**src/rtl/alarm_tone_ctrl.sv**
```systemverilog
// Alarm sequencer: threshold/hysteresis flags on DHT11 readings, mute latch,
// and an on/off buzzer cadence with a tone divider latched at each tone-on entry.
module alarm_tone_ctrl #(
    parameter logic [7:0]  TEMP_HI   = 8'd30,
    parameter logic [7:0]  TEMP_HYST = 8'd2,
    parameter logic [7:0]  HUMI_HI   = 8'd80,
    parameter logic [7:0]  HUMI_HYST = 8'd5,
    parameter logic [24:0] TIME_ON   = 25'd24999999,
    parameter logic [24:0] TIME_OFF  = 25'd24999999,
    parameter logic [17:0] TONE_TEMP = 18'd113635,
    parameter logic [17:0] TONE_HUMI = 18'd151514
) (
    input  logic        sys_clk,
    input  logic        sys_rst,
    input  logic        data_valid,
    input  logic        checksum_ok,
    input  logic [7:0]  temp_int,
    input  logic [7:0]  humi_int,
    input  logic        mute,
    output logic        alarm,
    output logic        tone_en,
    output logic [17:0] tone_div
);

    localparam logic [7:0] TEMP_LO = TEMP_HI - TEMP_HYST;
    localparam logic [7:0] HUMI_LO = HUMI_HI - HUMI_HYST;

    typedef enum logic [1:0] {IDLE, BEEP_ON, BEEP_OFF} state_t;

    state_t      state_q, state_d;
    logic [24:0] phase_cnt_q, phase_cnt_d;
    logic [17:0] tone_div_q, tone_div_d;
    logic        temp_flag_q, temp_flag_d;
    logic        humi_flag_q, humi_flag_d;
    logic        alarm_q, alarm_d;
    logic        muted_q, muted_d;
    logic        accept, rise, active;

    assign accept = data_valid & checksum_ok;

    // Flags hold in the hysteresis band and on rejected or absent readings.
    always_comb begin
        temp_flag_d = temp_flag_q;
        humi_flag_d = humi_flag_q;
        if (accept) begin
            if (temp_int >= TEMP_HI)
                temp_flag_d = 1'b1;
            else if (temp_int < TEMP_LO)
                temp_flag_d = 1'b0;
            if (humi_int >= HUMI_HI)
                humi_flag_d = 1'b1;
            else if (humi_int < HUMI_LO)
                humi_flag_d = 1'b0;
        end
    end

    assign alarm_d = temp_flag_d | humi_flag_d;
    assign rise    = (~temp_flag_q & temp_flag_d) | (~humi_flag_q & humi_flag_d);

    // A fresh rise re-arms a muted alarm even if mute arrives on the same edge.
    always_comb begin
        muted_d = muted_q;
        if (rise || !alarm_d)
            muted_d = 1'b0;
        else if (mute && alarm_q)
            muted_d = 1'b1;
    end

    assign active = alarm_q & ~muted_q;

    always_comb begin
        state_d     = state_q;
        phase_cnt_d = phase_cnt_q;
        tone_div_d  = tone_div_q;
        if (!active) begin
            state_d     = IDLE;
            phase_cnt_d = 25'd0;
        end else begin
            case (state_q)
                IDLE: begin
                    state_d     = BEEP_ON;
                    phase_cnt_d = 25'd0;
                    tone_div_d  = temp_flag_q ? TONE_TEMP : TONE_HUMI;
                end
                BEEP_ON: begin
                    if (phase_cnt_q == TIME_ON) begin
                        state_d     = BEEP_OFF;
                        phase_cnt_d = 25'd0;
                    end else begin
                        phase_cnt_d = phase_cnt_q + 25'd1;
                    end
                end
                BEEP_OFF: begin
                    if (phase_cnt_q == TIME_OFF) begin
                        state_d     = BEEP_ON;
                        phase_cnt_d = 25'd0;
                        tone_div_d  = temp_flag_q ? TONE_TEMP : TONE_HUMI;
                    end else begin
                        phase_cnt_d = phase_cnt_q + 25'd1;
                    end
                end
                default: begin
                    state_d     = IDLE;
                    phase_cnt_d = 25'd0;
                end
            endcase
        end
    end

    always_ff @(posedge sys_clk) begin
        if (sys_rst) begin
            temp_flag_q <= 1'b0;
            humi_flag_q <= 1'b0;
            alarm_q     <= 1'b0;
            muted_q     <= 1'b0;
            state_q     <= IDLE;
            phase_cnt_q <= 25'd0;
            tone_div_q  <= TONE_TEMP;
        end else begin
            temp_flag_q <= temp_flag_d;
            humi_flag_q <= humi_flag_d;
            alarm_q     <= alarm_d;
            muted_q     <= muted_d;
            state_q     <= state_d;
            phase_cnt_q <= phase_cnt_d;
            tone_div_q  <= tone_div_d;
        end
    end

    assign alarm    = alarm_q;
    assign tone_en  = (state_q == BEEP_ON);
    assign tone_div = tone_div_q;

endmodule

```
**config.mk**
```make
export PLATFORM = sky130hd
export DESIGN_NAME = alarm_tone_ctrl
export DESIGN_NICKNAME = d
export VERILOG_FILES = /design/src/rtl/alarm_tone_ctrl.sv
export SDC_FILE = /design/constraint.sdc
export NUM_CORES = 1
export LEC_CHECK = 0
export CORE_ASPECT_RATIO = 1.1
export CORE_MARGIN = 2
export CORE_UTILIZATION = 50
export DETAILED_ROUTE_END_ITERATION = 10
export GPL_ROUTABILITY_DRIVEN = 0
export GPL_TIMING_DRIVEN = 1
export PLACE_DENSITY = 0.85
export SLEW_MARGIN = 20
export SYNTH_ARGS = -nofsm -noshare
export SYNTH_HDL_FRONTEND = slang
export SYNTH_SLANG_ARGS = --single-unit
```
**constraint.sdc**
```tcl
create_clock -name sys_clk -period 2.4 [get_ports sys_clk]
set_input_delay 0.48 -clock sys_clk [delete_from_list [all_inputs] [get_ports sys_clk]]
set_output_delay 0.48 -clock sys_clk [all_outputs]
set_load 0.1 [all_outputs]
```
# [After elaboration in Yosys (flattened, before gate mapping)]
# Index checks and enable logic that the tools add are counted.
[totals] out_inout_bits=20 regBits=49 inputBits=21 elab_cells=51
[classes] n_lt_le_gt_ge=4 reduce_logical=11 add_sub_neg=1 n_mux=12 eq_ne=5 bitwise=11
[ops] cell="$mux W18" n=2
[ops] cell="$pmux W18 S2" n=1
[ops] cell="$add A25 B1 Y25 const B" n=1
[ops] cell="$eq A25 B25 Y1 const B" n=1
[ops] cell="$ge A8 B5 Y1 const B" n=1
[ops] cell="$ge A8 B7 Y1 const B" n=1
[ops] cell="$lt A8 B5 Y1 const B" n=1
[ops] cell="$lt A8 B7 Y1 const B" n=1
[ops] cell="$mux W1" n=6
[ops] cell="$pmux W2 S3" n=1
[ops] cell="$reduce_or A2 Y1" n=3
[ops] cell="$not A1 Y1" n=5
[ops] cell="$and A1 B1 Y1" n=4
[ops] cell="$mux W2" n=2
[ops] cell="$reduce_or A4 Y1" n=1
[ops] cell="$reduce_and A3 Y1" n=1
[ops] cell="$eq A2 B1 Y1 const B" n=1
[ops] cell="$eq A2 B2 Y1 const B" n=1
[ops] cell="$logic_not A2 Y1" n=1
[ops] cell="$ne A2 B1 Y1 const B" n=1
[ops] cell="$ne A2 B2 Y1 const B" n=1
[ops] cell="$or A1 B1 Y1" n=2
[ops] cell="$reduce_and A2 Y1" n=1
[ops] cell="$reduce_bool A2 Y1" n=1
[ops] cell="3 further kinds" n=3

# [Logic depth before layout (Yosys ltp)]
# Gate-level depths: netlist of run 1.
[depth] word_depth=8 depth_mapped=8 ltp_nobuf=6

# [Worst setup path after synthesis of run 1]
# Ideal clock, no wire load.
[synth_path] path_kind="register -> register" start="reg alarm_q (netlist: alarm)" end="reg phase_cnt_q[17]" synth_period_minus_slack_ns=2.025 required_time_ns=2.330 arrival_ns=1.955 stages_incl_launch_ff=6 n_path_buf=1 setup_ns=0.070 setup_slack_ns=0.375 path_cell_list="dfxtp_1 -> nor3b_1 -> nand2_1 -> a21o_1 -> buf_4 -> a21oi_1"
[synth_via] elab_chain_len=3
[synth_rtl] item="from (decl)" line_no="35" source="logic alarm_q, alarm_d;"
[synth_rtl] item="from (signal assigned)" line_no="122" source="alarm_q <= alarm_d;"
[synth_rtl] item="$and A1 B1 Y1" line_no="69" source="assign active = alarm_q & ~muted_q;"
[synth_rtl] item="$not A1 Y1 (no line)"
[synth_rtl] item="$reduce_or A4 Y1 (no line)"
[synth_rtl] item="to (signal assigned)" line_no="125" source="phase_cnt_q <= phase_cnt_d;"
[synth_rtl] item="to (decl)" line_no="31" source="logic [24:0] phase_cnt_q, phase_cnt_d;"
# Every way passes these cells.
# A chain may end at the register's enable or synchronous reset.

# [Worst setup path in the final report of run 1]
[layout_path] start="reg phase_cnt_q[6]" end="reg phase_cnt_q[24]"
[layout_via] elab_chain_len=2 word_cells_on_any_way=3 classes_between="1 x add/sub; 1 x eq/ne; 1 x reduce/logical"
[layout_rtl] item="branches (longest 2 deep; another with $add A25 B1 Y25)"
# Several ways; the timed one is not identified.

==> results.sh, run 1 <==
export IMPL_clockBufferDepth=2
export IMPL_drt_vias_per_instance=5.46
export IMPL_critPathSlowestCell="or4_4"
export IMPL_post_route_period_util_pct=83.6
export IMPL_start_util_pct=53.4
export IMPL_io_pins=41
export IMPL_arrival_ps=2290
export IMPL_synthArstFlopShare_pct=0
export IMPL_wl_um=3510
export IMPL_rows=22
export IMPL_finalWorstSetupSlack_ps=393
export IMPL_worstMarginPinSlew_ps=627
export IMPL_die_h_um=67.1
export IMPL_cp_max_fo=14
export IMPL_root_buffer="clkbuf_4"
export IMPL_crit_path_cell_trace="nand4_2, or4_4, or4_1, a21oi_1"
export IMPL_synthDistinctLibCells=49
export IMPL_ant_nets=0
export IMPL_n_antenna_cell=0
export IMPL_rsz0062_at_grt="false"
export IMPL_grt_pass1_wl_um=5620
export IMPL_p_leak_uw=0.000757
export IMPL_synth_seq_cells=33
export IMPL_post_cts_buffers=0
export IMPL_clock_skew_ps=15.4
export IMPL_synth_top_area_share_pct=36.5
export IMPL_first_global_vias=1355
export IMPL_tritoncts="yes"
export IMPL_synth_edf_count=0
export IMPL_antenna_found_initial=0
export IMPL_synthToLayoutAreaGrowth_pct=17.4
export IMPL_fin_area_mm2=0.00212
export IMPL_cts_buffers=5
export IMPL_worstSetupEndpointType="flop"
export IMPL_maxCapViolCount=0
export IMPL_vias=1556
export IMPL_relSlewSlack_pct=57.1
export IMPL_yosys_area_top_type="dfxtp_1"
export IMPL_cts_hold_buf=0
export IMPL_synth_area_per_cell_um2=8.57
export IMPL_synth_ff_type="dfxtp_1"
export IMPL_yosysSeqAreaShare_pct=36.5
export IMPL_fmax_mhz=498
export IMPL_setup_viol=0
export IMPL_drt_pass1_iterations=4
export IMPL_outcome="complete, no violations"
export IMPL_h_tree_depth=2
export IMPL_nFillCells=317
export IMPL_path_clk_slew_ps=100
export IMPL_synth_area_top_cells="dfxtp_1 (37%), buf_4 (7.5%), nor2_1 (5.0%)"
export IMPL_cts_resized=0
export IMPL_track_usage_pct=18.6
export IMPL_place_ws_ps=320
export IMPL_grt_overflow=0
export IMPL_placed_cell_area_mm2=0.00204
export IMPL_portBuffers=32
export IMPL_hp_class="flop to flop"
export IMPL_die_w_um=61.3
export IMPL_layout_nets=262
export IMPL_cts_sinks=33
export IMPL_powerDensity_mw_per_mm2=633
export IMPL_synth_area_mm2=0.00181
export IMPL_critPathMaxStageDelay_ps=650
export IMPL_slew_violations=0
export IMPL_core_mm2=0.00339
export IMPL_hold_violations=0
export IMPL_dieArea_mm2=0.00411
export IMPL_hpwl_um=2640
export IMPL_netlist_instances=211
export IMPL_cp_required_ps=2690
export IMPL_critPathKind="flop to flop"
export IMPL_layout_drive_gt1_share_pct=12.2
export IMPL_wl_per_cell_um=12.3
export IMPL_clk_latency_ps=350
export IMPL_yosysWarnings=0
export IMPL_critPathLaunchType="flop"
export IMPL_irDropWorstVdd_mv=0.470
export IMPL_synth_most_common_cell="dfxtp_1"
export IMPL_period_needed_ps=2010
export IMPL_drt_iter0_markers=39
export IMPL_tns_ps=0
export IMPL_drc=0
export IMPL_synthTopCellsByCount="dfxtp_1 (33), nor2_1 (24), buf_4 (18), nand2_1 (14), a21oi_1 (13)"
export IMPL_grt_max_degree=25
==> kinds of logic (layout without fill, tap and decap cells) <==
family                     Yosys count  after routing  share of synthesized area [%]
buffers and inverters               26             47                           9.62
xor gates and xnor gates            11             11                           5.33
DFF                                 33             33                           36.5
muxes                                1              1                          0.554
other                                2              7                          0.415
and+or+nand+nor                     90             90                           28.3
AOI/OAI and AO/OA                   43             43                           15.8
adders and majority gates            5              5                           3.46
==> layer usage <==
layer,routed length (µm),track usage (%),vias up
li1,-,-,795
met1,1460,20.8,715
met3,177,6.41,7
met4,55,7.18,0
met2,1820,31.8,39
met5,0,0,-
==> cells in the final DEF, fill, tap and decap left out, types with 2 or more instances in the layout <==
cell type	n
clkdlybuf4s50_1	19
nand3_1	5
nor2b_1	2
nor3_1	4
ha_1	5
nor2_1	24
or3_1	7
dfxtp_1	33
o21ai_1	2
xor2_1	4
nand2_1	14
and3_1	2
clkbuf_4	5
nor4_1	2
or4_1	5
or2_1	2
conb_1	7
o31ai_1	6
a21oi_2	2
buf_4	16
a21o_1	3
inv_1	4
a21oi_1	13
xnor2_1	7
and4_1	4
and2_1	3
nand4_1	9
o21ai_0	5
==> metrics by stage <==
| step | hold slack, ps | util, % | std cells | power, µW |
|---|---|---|---|---|
| floorplan | 437 | - | 216 | 875 |
| global placement | 453 | 60.2 | 277 | 922 |
| detailed placement | 472 | 60.2 | 277 | 925 |
| CTS | 495 | 62.7 | 285 | 1360 |
| global route | 514 | 62.7 | 285 | 1400 |
| finish | 495 | 62.7 | 285 | 1340 |
==> flip-flops by register name, indices dropped and copies added (netlist names) <==
name,count
humi_flag_q,1
alarm,1
tone_div,2
muted_q,1
phase_cnt_q,25
state_q,2
temp_flag_q,1
==> final cells by class <==
cell class	count	area (µm²)	share of cell area, %
inverters	4	15.0	0.707
flip-flops and latches	33	661	31.1
multi-input cells	157	992	46.7
repair buffers	35	310	14.6
well taps	48	60.1	2.83
clock buffers	7	55.1	2.59
clock inverters	1	30.0	1.41
==> worst max-delay path, delay by kind of cell (launching register included) <==
kind / cells / cell delay [ps]
simple gates: 3 / 1320
flops: 1 / 470
compound gates: 1 / 150
==> final timing paths <==
path / slack [ps] / from / endpoint / depth (start not counted)
worst max-delay path: 390 / phase_cnt_q[6] / phase_cnt_q[24] / 4
worst min-delay path: 500 / phase_cnt_q[0] / phase_cnt_q[0] / 1
worst max register to register: 390 / phase_cnt_q[6] / phase_cnt_q[24] / 4
worst min register to register: 500 / phase_cnt_q[0] / phase_cnt_q[0] / 1
==> report_power, final <==
group	total [µW]	switching, µW	internal, µW
clock network	432	183	249
logic	343	262	80.5
registers	569	11.3	557
(Power assumes the default switching activity.)
==> run 2: changes to the inputs <==
==> constraint.sdc (replaced) <==
create_clock -name sys_clk -period 1.9 [get_ports sys_clk]
set_input_delay 0.38 -clock sys_clk [delete_from_list [all_inputs] [get_ports sys_clk]]
set_output_delay 0.38 -clock sys_clk [all_outputs]
set_load 0.1 [all_outputs]
==> run 2 against run 1 <==
Compared with the run above:
- non-clock buffer count rose by 14
- critical path type unchanged
- clock power rose by 27%
- critical path depth did not move
==> results.sh, run 2 (synthesized netlist as in run 1, its figures left out) <==
export IMPL_dp_cells=288
export IMPL_powerDensity_mw_per_mm2=742
export IMPL_n_antenna_cell=0
export IMPL_clk_latency_ps=350
export IMPL_worstMarginPinSlew_ps=586
export IMPL_hold_violations=0
export IMPL_instances_no_fill=300
export IMPL_drt_iter0_markers=54
export IMPL_root_buffer="clkbuf_4"
export IMPL_crit_path_cell_trace="or4bb_4, nor4_4, nand4_1, a221o_1"
export IMPL_postLayoutCoreUtil_pct=71.4
export IMPL_drc=0
export IMPL_rsz0062_at_grt="true"
export IMPL_worstSetupEndpointType="flop"
export IMPL_critPathMaxStageDelay_ps=550
export IMPL_final_common_cell="dfxtp_1"
export IMPL_irDropWorstVdd_mv=0.685
export IMPL_fin_hold_ws_ps=482
export IMPL_layout_drive_gt1_share_pct=19.0
export IMPL_cts_sinks=33
export IMPL_setup_viol=0
export IMPL_post_route_period_util_pct=98.4
export IMPL_largest_reg_flops=25
export IMPL_hpwl_um=2900
export IMPL_r2r_end="tone_div[16]"
export IMPL_outcome="complete, no violations"
export IMPL_final_cell_mix="dfxtp_1 (30), nor2_1 (24), clkdlybuf4s50_1 (19)"
export IMPL_critPathLaunchType="flop"
export IMPL_synthToLayoutAreaGrowth_pct=33.6
export IMPL_total_power_uw=1790
export IMPL_p_leak_uw=0.000895
export IMPL_layout_nets=277
export IMPL_critPathKind="flop to flop"
export IMPL_reg2regPathDepth=4
export IMPL_grt_max_degree=25
export IMPL_relSlewSlack_pct=60.9
export IMPL_drt_pass1_iterations=4
export IMPL_maxCapViolCount=0
export IMPL_grt_overflow=0
export IMPL_antenna_found_initial=0
export IMPL_reg2reg_slack_ps=30
export IMPL_top_register="phase_cnt_q"
export IMPL_period_needed_ps=1870
export IMPL_fmax_mhz=535
export IMPL_slew_violations=0
export IMPL_portBuffers=32
export IMPL_core_mm2=0.00339
export IMPL_tritoncts="yes"
export IMPL_cts_buffers=5
export IMPL_dieArea_mm2=0.00411
export IMPL_critPathSlowestCell="or4bb_4"
export IMPL_hp_class="flop to flop"
export IMPL_crit_start="phase_cnt_q[5]"
export IMPL_clockBufferDepth=2
export IMPL_drt_vias_per_instance=5.55
export IMPL_arrival_ps=2100
export IMPL_tns_ps=0
export IMPL_crit_path_end="tone_div[16]"
export IMPL_path_clk_slew_ps=100
export IMPL_wl_per_cell_um=13.5
export IMPL_first_global_vias=1516
export IMPL_wl_um=4060
export IMPL_cts_hold_buf=0
export IMPL_cp_max_fo=5
export IMPL_track_usage_pct=21.5
export IMPL_grt_pass1_wl_um=6470
export IMPL_cp_required_ps=2130
export IMPL_h_tree_depth=2
export IMPL_ant_nets=0
export IMPL_die_w_um=61.3
export IMPL_vias=1665
export IMPL_rows=22
export IMPL_clock_skew_ps=8.51
export IMPL_reg2reg_from="phase_cnt_q[5]"
export IMPL_start_util_pct=53.4
export IMPL_die_h_um=67.1
export IMPL_io_pins=41
run 2: cell count changes in the layout (fill, tap and decap cells not counted), sizes merged:
| cell | delta |
|---|---|
| buf | +14 |
| or4 | +1 |
run 2: how the worst min path moves through the flow:
stage	start	end	slack, ps	depth (start not counted)
6_report	phase_cnt_q[0]	phase_cnt_q[0]	480	1
5_1_grt	phase_cnt_q[0]	phase_cnt_q[0]	520	1
4_1_cts	phase_cnt_q[0]	phase_cnt_q[0]	490	1
3_5_place_dp	phase_cnt_q[0]	phase_cnt_q[0]	460	1
3_3_place_gp	phase_cnt_q[0]	phase_cnt_q[0]	450	1
2_1_floorplan	phase_cnt_q[0]	phase_cnt_q[0]	440	1
run 2: final cells by class:
type / instances / area (µm²)
multi-input cells: 158 / 1010
fillers: 261 / 970
flip-flops and latches: 33 / 667
repair buffers: 49 / 582
well taps: 48 / 60.1
clock buffers: 7 / 55.1
clock inverters: 1 / 30.0
inverters: 4 / 15.0
run 2: layer usage:
metal / up-vias / track usage (%) / routed length (µm)
met5: - / 0 / 0
met4: 0 / 10.9 / 94
met3: 10 / 5.44 / 222
met2: 50 / 38.2 / 2180
met1: 772 / 22.8 / 1560
li1: 833 / - / -
run 2: worst max-delay path, delay by kind of cell, from the launching register on:
family | cells | cell delay (ps)
AOI/OAI and AO/OA | 1 | 330
and+or+nand+nor | 3 | 1030
DFF | 1 | 390
run 2: report_power, final:
| group | leakage (µW) | internal [µW] | total (µW) | switching (µW) |
|---|---|---|---|---|
| Combinational | 0.000581 | 174 | 511 | 337 |
| Sequential | 0.000269 | 703 | 733 | 29.4 |
| Clock | 0.0000455 | 314 | 549 | 235 |
| Total | 0.000895 | 1190 | 1790 | 602 |
run 2: stage by stage:
stage               cell area (µm²)  worst slack, ps
global placement               2280             36.3
floorplan                      1830             69.4
detailed placement             2280             35.0
global route                   2420            -21.7
CTS                            2370             6.64
finish                         2420             31.3
run 2: timing repair:
item	in CTS	in global routing
buffers inserted	0	3
endpoints found under the setup margin	0	6
resized for setup	0	6
==> run 3: changes to the inputs <==
--- a/config.mk
+++ b/config.mk
@@ -5,6 +5,7 @@
 export SDC_FILE = /design/constraint.sdc
 export NUM_CORES = 1
 export LEC_CHECK = 0
+export ABC_CLOCK_PERIOD_IN_PS = 2230
 export CORE_ASPECT_RATIO = 1.1
 export CORE_MARGIN = 2
 export CORE_UTILIZATION = 50
==> constraint.sdc (replaced) <==
create_clock -name sys_clk -period 2.23 [get_ports sys_clk]
set_input_delay 0.446 -clock sys_clk [delete_from_list [all_inputs] [get_ports sys_clk]]
set_output_delay 0.446 -clock sys_clk [all_outputs]
set_load 0.1 [all_outputs]
==> run 3 against run 2 <==
Compared with the run above:
- maximum frequency is 8.0% lower
- total power is 29% lower
- sequential power is 17% lower
- core utilization is 9.5 points lower
- critical endpoint is now phase_cnt_q[23]
- highest routed layer unchanged
==> results.sh, run 3 (synthesized netlist as in run 1, its figures left out) <==
export IMPL_outcome="complete, no violations"
export IMPL_drt_vias_per_instance=5.45
export IMPL_instances_no_fill=283
export IMPL_setup_viol=0
export IMPL_antenna_found_initial=0
export IMPL_track_usage_pct=18.4
export IMPL_crit_path_cell_trace="nand4_2, or4_4, or4_1, a21oi_1"
export IMPL_top_register="phase_cnt_q"
export IMPL_die_w_um=61.3
export IMPL_wl_per_cell_um=12.0
export IMPL_n_antenna_cell=0
export IMPL_cp_num_buf_inv=0
export IMPL_hold_violations=0
export IMPL_cp_required_ps=2500
export IMPL_arrival_ps=2300
export IMPL_critPathSlowestCell="or4_4"
export IMPL_core_mm2=0.00339
export IMPL_first_global_vias=1337
export IMPL_final_common_cell="dfxtp_1"
export IMPL_clockBufferDepth=2
export IMPL_clk_latency_ps=330
export IMPL_relSlewSlack_pct=57.8
export IMPL_largest_reg_flops=25
export IMPL_tns_ps=0
export IMPL_drt_iter0_markers=53
export IMPL_worstMarginPinSlew_ps=617
export IMPL_nFillCells=315
export IMPL_hp_class="flop to flop"
export IMPL_die_h_um=67.1
export IMPL_critPathMaxStageDelay_ps=650
export IMPL_crit_start="phase_cnt_q[6]"
export IMPL_fin_area_mm2=0.00209
export IMPL_crit_family="simple AND/OR/NAND/NOR gates"
export IMPL_path_clk_slew_ps=90
export IMPL_dieArea_mm2=0.00411
export IMPL_fmax_mhz=493
export IMPL_cts_hold_buf=0
export IMPL_reg2reg_from="phase_cnt_q[6]"
export IMPL_cts_sinks=33
export IMPL_critPathLaunchType="flop"
export IMPL_irDropWorstVdd_mv=0.437
export IMPL_cp_max_fo=14
export IMPL_io_pins=41
export IMPL_period_needed_ps=2030
export IMPL_post_route_period_util_pct=91.0
export IMPL_cts_resized=0
export IMPL_hpwl_um=2600
export IMPL_clock_skew_ps=11.0
export IMPL_grt_pass1_wl_um=5650
export IMPL_rows=22
export IMPL_finalWorstSetupSlack_ps=200
export IMPL_grt_overflow=0
export IMPL_ant_nets=0
export IMPL_worstSetupEndpointType="flop"
export IMPL_layout_drive_gt1_share_pct=11.9
export IMPL_rsz0062_at_grt="false"
export IMPL_placed_cell_area_mm2=0.00205
export IMPL_drt_pass1_iterations=4
export IMPL_root_buffer="clkbuf_4"
export IMPL_powerDensity_mw_per_mm2=605
export IMPL_worstHoldStart="phase_cnt_q[0]"
export IMPL_synthToLayoutAreaGrowth_pct=15.8
export IMPL_portBuffers=32
export IMPL_start_util_pct=53.4
export IMPL_maxCapViolCount=0
export IMPL_final_cell_mix="dfxtp_1 (33), nor2_1 (24), clkdlybuf4s50_1 (19)"
export IMPL_p_leak_uw=0.000746
export IMPL_vias=1541
export IMPL_grt_max_degree=25
export IMPL_place_ws_ps=194
export IMPL_wl_um=3390
export IMPL_critPathKind="flop to flop"
export IMPL_layout_nets=262
export IMPL_slew_violations=0
export IMPL_h_tree_depth=2
export IMPL_reg2reg_slack_ps=200
export IMPL_post_cts_buffers=0
export IMPL_dp_cells=277
export IMPL_drc=0
export IMPL_cts_buffers=5
export IMPL_tritoncts="yes"
==> run 3: cell count changes in the layout (fill, tap and decap cells not counted) <==
cell | before | now
buf_4 | 16 | 15
or4bb_1 | 0 | 1
clkinv_2 | 0 | 1
or4bb_4 | 1 | 0
or4_4 | 2 | 1
dfxtp_1 | 30 | 33
clkbuf_8 | 1 | 0
dfxtp_2 | 2 | 0
clkbuf_1 | 1 | 0
dfxtp_4 | 1 | 0
bufinv_16 | 1 | 0
buf_12 | 13 | 1
buf_6 | 1 | 0
==> run 3: area by class of cell <==
class / count / area, µm² / share of cell area (%)
multi-input cells: 157 / 992 / 47.4
repair buffers: 35 / 323 / 15.4
clock buffers: 5 / 37.5 / 1.79
inverters: 4 / 15.0 / 0.717
flip-flops and latches: 33 / 661 / 31.6
well taps: 48 / 60.1 / 2.87
clock inverters: 1 / 5.00 / 0.239
==> run 3: metal layers <==
layer,wire length [µm],part of all wire [%],GRT usage [%]
met3,162,4.8,5.83
met5,0,0,0
met2,1760,52,30.7
met1,1450,43,22.1
met4,23,0.68,5.59
==> run 3: final timing paths <==
path	to	cells after the start
hold / removal	phase_cnt_q[0]	1
setup reg to reg	phase_cnt_q[23]	4
hold reg to reg	phase_cnt_q[0]	1
setup / recovery	phase_cnt_q[23]	4
==> run 3: power breakdown <==
group / total [µW] / internal (µW) / leakage [µW] / switching [µW]
Combinational: 368 / 86.4 / 0.000452 / 281
Clock: 286 / 109 / 0.0000269 / 177
Sequential: 612 / 600 / 0.000267 / 12.5
==> run 3: worst reg2reg max path, delay by kind of cell (launching register included) <==
kind               cells  cell delay [ps]
and+or+nand+nor        3             1340
DFF                    1              470
AOI/OAI and AO/OA      1              160
==> run 3: per-stage QoR <==
stage / total power (µW) / hold WS [ps] / utilization, %
2_1_floorplan: 942 / 437 / -
3_3_place_gp: 992 / 453 / 60.6
3_5_place_dp: 994 / 470 / 60.6
4_1_cts: 1280 / 492 / 61.8
5_1_grt: 1330 / 539 / 61.8
6_report: 1270 / 487 / 61.8
